## src/rtl/sum_accum.sv

```systemverilog
// Batch accumulator for 5-bit adder results: N_SUMS transfers, then hold for the consumer.
// Define SUM_ACCUM_SAT_EN to saturate on overflow instead of wrapping.
module sum_accum #(
    parameter int N_SUMS = 4,
    parameter int ACC_W  = 8
) (
    input  logic             clk,
    input  logic             rst_n,
    input  logic             start,
    input  logic [4:0]       in_sum,
    input  logic             in_valid,
    output logic             in_ready,
    output logic [ACC_W-1:0] acc,
    output logic             ovf,
    output logic [3:0]       count,
    output logic             out_valid,
    input  logic             out_ready,
    output logic             busy
);

    typedef enum logic [1:0] {
        IDLE  = 2'd0,
        ACCUM = 2'd1,
        HOLD  = 2'd2
    } state_t;

    localparam logic [3:0] LAST_CNT = 4'(N_SUMS - 1);

    state_t           state_q, state_d;
    logic [ACC_W-1:0] acc_q, acc_d;
    logic             ovf_q, ovf_d;
    logic [3:0]       count_q, count_d;
    logic             in_ready_q;
    logic             out_valid_q;
    logic             busy_q;
    logic [ACC_W:0]   sum_w;

    // One extra bit catches the carry out of the accumulator.
    assign sum_w = {1'b0, acc_q} + {{(ACC_W-4){1'b0}}, in_sum};

    always_comb begin
        state_d = state_q;
        acc_d   = acc_q;
        ovf_d   = ovf_q;
        count_d = count_q;
        unique case (state_q)
            IDLE: begin
                if (start) begin
                    acc_d   = '0;
                    ovf_d   = 1'b0;
                    count_d = 4'd0;
                    state_d = ACCUM;
                end
            end
            ACCUM: begin
                if (in_valid) begin
`ifdef SUM_ACCUM_SAT_EN
                    acc_d = sum_w[ACC_W] ? '1 : sum_w[ACC_W-1:0];
`else
                    acc_d = sum_w[ACC_W-1:0];
`endif
                    ovf_d   = ovf_q | sum_w[ACC_W];
                    count_d = count_q + 4'd1;
                    if (count_q == LAST_CNT) begin
                        state_d = HOLD;
                    end
                end
            end
            HOLD: begin
                if (out_ready) begin
                    state_d = IDLE;
                end
            end
            default: state_d = IDLE;
        endcase
    end

    // Handshake flags are registered from the next state so they never see an input path.
    always_ff @(posedge clk or negedge rst_n) begin
        if (!rst_n) begin
            state_q     <= IDLE;
            acc_q       <= '0;
            ovf_q       <= 1'b0;
            count_q     <= 4'd0;
            in_ready_q  <= 1'b0;
            out_valid_q <= 1'b0;
            busy_q      <= 1'b0;
        end else begin
            state_q     <= state_d;
            acc_q       <= acc_d;
            ovf_q       <= ovf_d;
            count_q     <= count_d;
            in_ready_q  <= (state_d == ACCUM);
            out_valid_q <= (state_d == HOLD);
            busy_q      <= (state_d != IDLE);
        end
    end

    assign in_ready  = in_ready_q;
    assign out_valid = out_valid_q;
    assign busy      = busy_q;
    assign acc       = acc_q;
    assign ovf       = ovf_q;
    assign count     = count_q;

endmodule

```

## config.mk

```make
export PLATFORM = sky130hd
export DESIGN_NAME = sum_accum
export DESIGN_NICKNAME = d
export VERILOG_FILES = /design/src/rtl/sum_accum.sv
export SDC_FILE = /design/constraint.sdc
export NUM_CORES = 1
export LEC_CHECK = 0
export ABC_CLOCK_PERIOD_IN_PS = 2350
export CAP_MARGIN = 0
export CORE_ASPECT_RATIO = 1.1
export CORE_MARGIN = 2
export CORE_UTILIZATION = 46
export DETAILED_ROUTE_END_ITERATION = 10
export PLACE_DENSITY = 0.77
export SETUP_SLACK_MARGIN = 0.02
export SKIP_CTS_REPAIR_TIMING = 1
export SYNTH_ARGS = -nofsm -noshare
export SYNTH_HDL_FRONTEND = slang
export SYNTH_SLANG_ARGS = --single-unit
```

## constraint.sdc

```tcl
create_clock -name clk -period 2.35 [get_ports clk]
set_input_delay 0.5875 -clock clk [delete_from_list [all_inputs] [get_ports clk]]
set_output_delay 0.5875 -clock clk [all_outputs]
set_load 0.05 [all_outputs]
```

==> results.toml, run 1 <==
[outcome]
status = "completed"

[timing]
timing.final.ws_setup_ps = 157
rsz0062_at_grt = "no"
min_period_ps = 2190
finalClockSkew_ps = 6.62
worst_pin_slew_ps = 497
setup-violations-final = 0
min_period_over_period = 0.933
hold_viol = 0
report.final.slew_viol_count = 0
slew_headroom = 0.667
fmax_mhz = 456

[power]
switching_power_mw = 0.967
p_leak_nw = 0.569
p_int_mw = 0.988
switching_share = 0.495
clockPowerShare = 0.097
combPwrFrac = 0.612
pwr-share-seq = 0.291
ir_drop_v = 0.000859
p_per_area_mw_per_mm2 = 1550

[setup_path]
cp-start-kind = "input pin"
cp_top_family = "adder cells"
crit_path_end_kind = "register"
required_ps = 2530
path_max_fanout = 2
max_stage_delay_ps = 410
path_class = "in2reg"
crit_buf_inv = 2
crit_path_top_delay_cell = "clkdlybuf4s50_1"
crit_path_cell_trace = "clkdlybuf4s50_1 -> ha_1 -> fa_1 -> buf_4 -> a21o_1 -> a211oi_1 -> o21ai_1"
crit_arrival_ps = 2370

[clock_tree]
cts_sinks = 18
root_buffer = "clkbuf_4"
clk_latency_ps = 290
h-tree-depth = 1
path_clk_slew_ps = 110
cts_tree = "done"
cts_buffers = 3
clk_path_buf_depth = 2

[grt]
grt-ovfl-total = 0
grt_pass1_wl_mm = 3.31
grt_max_degree = 19
antenna_found_initial = 0
grt_usage = 0.189
grt_pass1_vias = 775

[yosys]
synth_top_cell_area_share = 0.483
ys_seq_elements = 18
synth_area_leaders = "dfrtp_1 48%, ha_1 8.0%, a22o_1 4.7%"
syn-num-nets = 101
yosysSeqAreaShare = 0.483
ys_warn_count = 0
synth_area_leader_cell = "dfrtp_1"
synth_area_um2 = 933
synthesis.instances = 84
avgSynthCellArea_um2 = 11.1
synth.distinct_cells = 27

[routing]
drc_errors = 0
initialDrtViolationCount = 6
drt_wl_total_mm = 1.87
firstDrtPassIters = 4
wl_per_cell_um = 13.2
postRouteAntennaNets = 0
drt-vias-per-instance = 5.33
vias = 757

[cells_and_area]
final_common_cell = "clkdlybuf4s50_1"
final_nets = 132
design_area_mm2 = 0.00126
syn_to_final_growth_pct = 34.9
antenna_cells = 0
mostFrequentLayoutCells = "25 x clkdlybuf4s50_1, 18 x dfrtp_1, 9 x nor2_1"
drive_above_1_share = 0.123

[worst_hold_path]
hp-class = "reg2reg"

[floorplan]
row_count = 17
fp.dieH_um = 51.2
initial_core_util = 0.477
num_io_pins = 26
fp.dieW_um = 47.0
core_area_mm2 = 0.00196
design.die.area_mm2 = 0.00241

[flow_run]
drv_cap = 0

[place]
routabilityCongestion = 0.844
port-buffer-count = 25
pre_cts_ws_ps = -166
dp_hpwl_mm = 1.44
placed_area_mm2 = 0.00122
-- final timing paths --
path	slack (ps)	from	depth (start not counted)	to
max in group asynchronous	1540	rst_n	2	busy$_DFF_PN0_
max	160	in_sum[0]	7	acc[4]$_DFFE_PN0P_
min reg2reg	520	acc[7]$_DFFE_PN0P_	1	acc[7]$_DFFE_PN0P_
min in group asynchronous	610	rst_n	2	acc[3]$_DFFE_PN0P_
min	520	acc[7]$_DFFE_PN0P_	1	acc[7]$_DFFE_PN0P_
max reg2reg	460	acc[0]$_DFFE_PN0P_	6	acc[4]$_DFFE_PN0P_
-- final cells by class --
type / instances / area [um2]
fill: 170 / 698
multi-input combinational: 64 / 468
sequential: 18 / 450
timing repair buffer: 27 / 265
clock buffer: 4 / 36.3
tap: 28 / 35.0
inverter: 1 / 3.75
-- power by group through the flow --
| stage | Clock [mW] | Combinational (mW) | Sequential (mW) |
|---|---|---|---|
| after floorplan | 0 | 0.445 | 0.968 |
| after global placement | 0 | 1.17 | 0.569 |
| after detailed placement | 0 | 1.20 | 0.576 |
| after CTS | 0.192 | 1.20 | 0.571 |
| after global routing | 0.213 | 1.28 | 0.590 |
| final | 0.189 | 1.20 | 0.569 |
-- per-layer routing --
layer	wire length, um	vias to the layer above	global-route usage
met4	19	0	0.0602
met2	964	12	0.315
met1	828	379	0.237
met5	0	-	0
li1	-	362	-
met3	55	4	0.0389
-- registers in the layout, indices dropped and copies added (netlist names) --
name,flops
out_valid,1
count,4
acc,8
ovf,1
state_q,2
in_ready,1
busy,1
-- cells in the mapped netlist, drive strengths merged --
library cell,n
dfrtp,18
nor2,10
nand2,8
o21ai,8
ha,6
a22o,5
xor2,4
mux2i,3
nand3,3
a211oi,2
a21oi,2
and2,2
nand4,2
o21bai,2
a21o,1
a31oi,1
and3,1
and3b,1
buf,1
fa,1
inv,1
mux2,1
nor3b,1
-- stage by stage --
| step | utilization | TNS, ps | cells | power [mW] | hold WS [ps] |
|---|---|---|---|---|---|
| 5_1_grt | 0.643 | 0 | 142 | 2.08 | 558 |
| 3_3_place_gp | 0.625 | -69.7 | 138 | 1.74 | 499 |
| 2_1_floorplan | - | 0 | 84 | 1.41 | 292 |
| 3_5_place_dp | 0.625 | -427 | 138 | 1.78 | 507 |
| 6_report | 0.643 | 0 | 142 | 1.96 | 516 |
| 4_1_cts | 0.643 | 0 | 142 | 1.96 | 521 |
-- cells by family after synthesis --
| group | Yosys count | synth area share |
|---|---|---|
| AND/OR/NAND/NOR | 28 | 0.162 |
| AO/OA/AOI/OAI | 21 | 0.155 |
| flip-flops | 18 | 0.483 |
| adder cells (fa/ha/maj) | 7 | 0.102 |
| XOR/XNOR | 4 | 0.0375 |
| multiplexers | 4 | 0.0442 |
| buffers and inverters | 2 | 0.0161 |
Power figures use the tool's default switching activity.
==> inputs of run 2 (changes only) <==
--- a/config.mk
+++ b/config.mk
@@ -10,10 +10,12 @@
 export CORE_ASPECT_RATIO = 1.1
 export CORE_MARGIN = 2
 export CORE_UTILIZATION = 46
+export CTS_CLUSTER_DIAMETER = 40
 export DETAILED_ROUTE_END_ITERATION = 10
 export PLACE_DENSITY = 0.77
 export SETUP_SLACK_MARGIN = 0.02
 export SKIP_CTS_REPAIR_TIMING = 1
+export SKIP_LAST_GASP = 1
 export SYNTH_ARGS = -nofsm -noshare
 export SYNTH_HDL_FRONTEND = slang
 export SYNTH_SLANG_ARGS = --single-unit
==> results of run 2 <==
Final layout, timing and power as in run 1 (identical DEF).
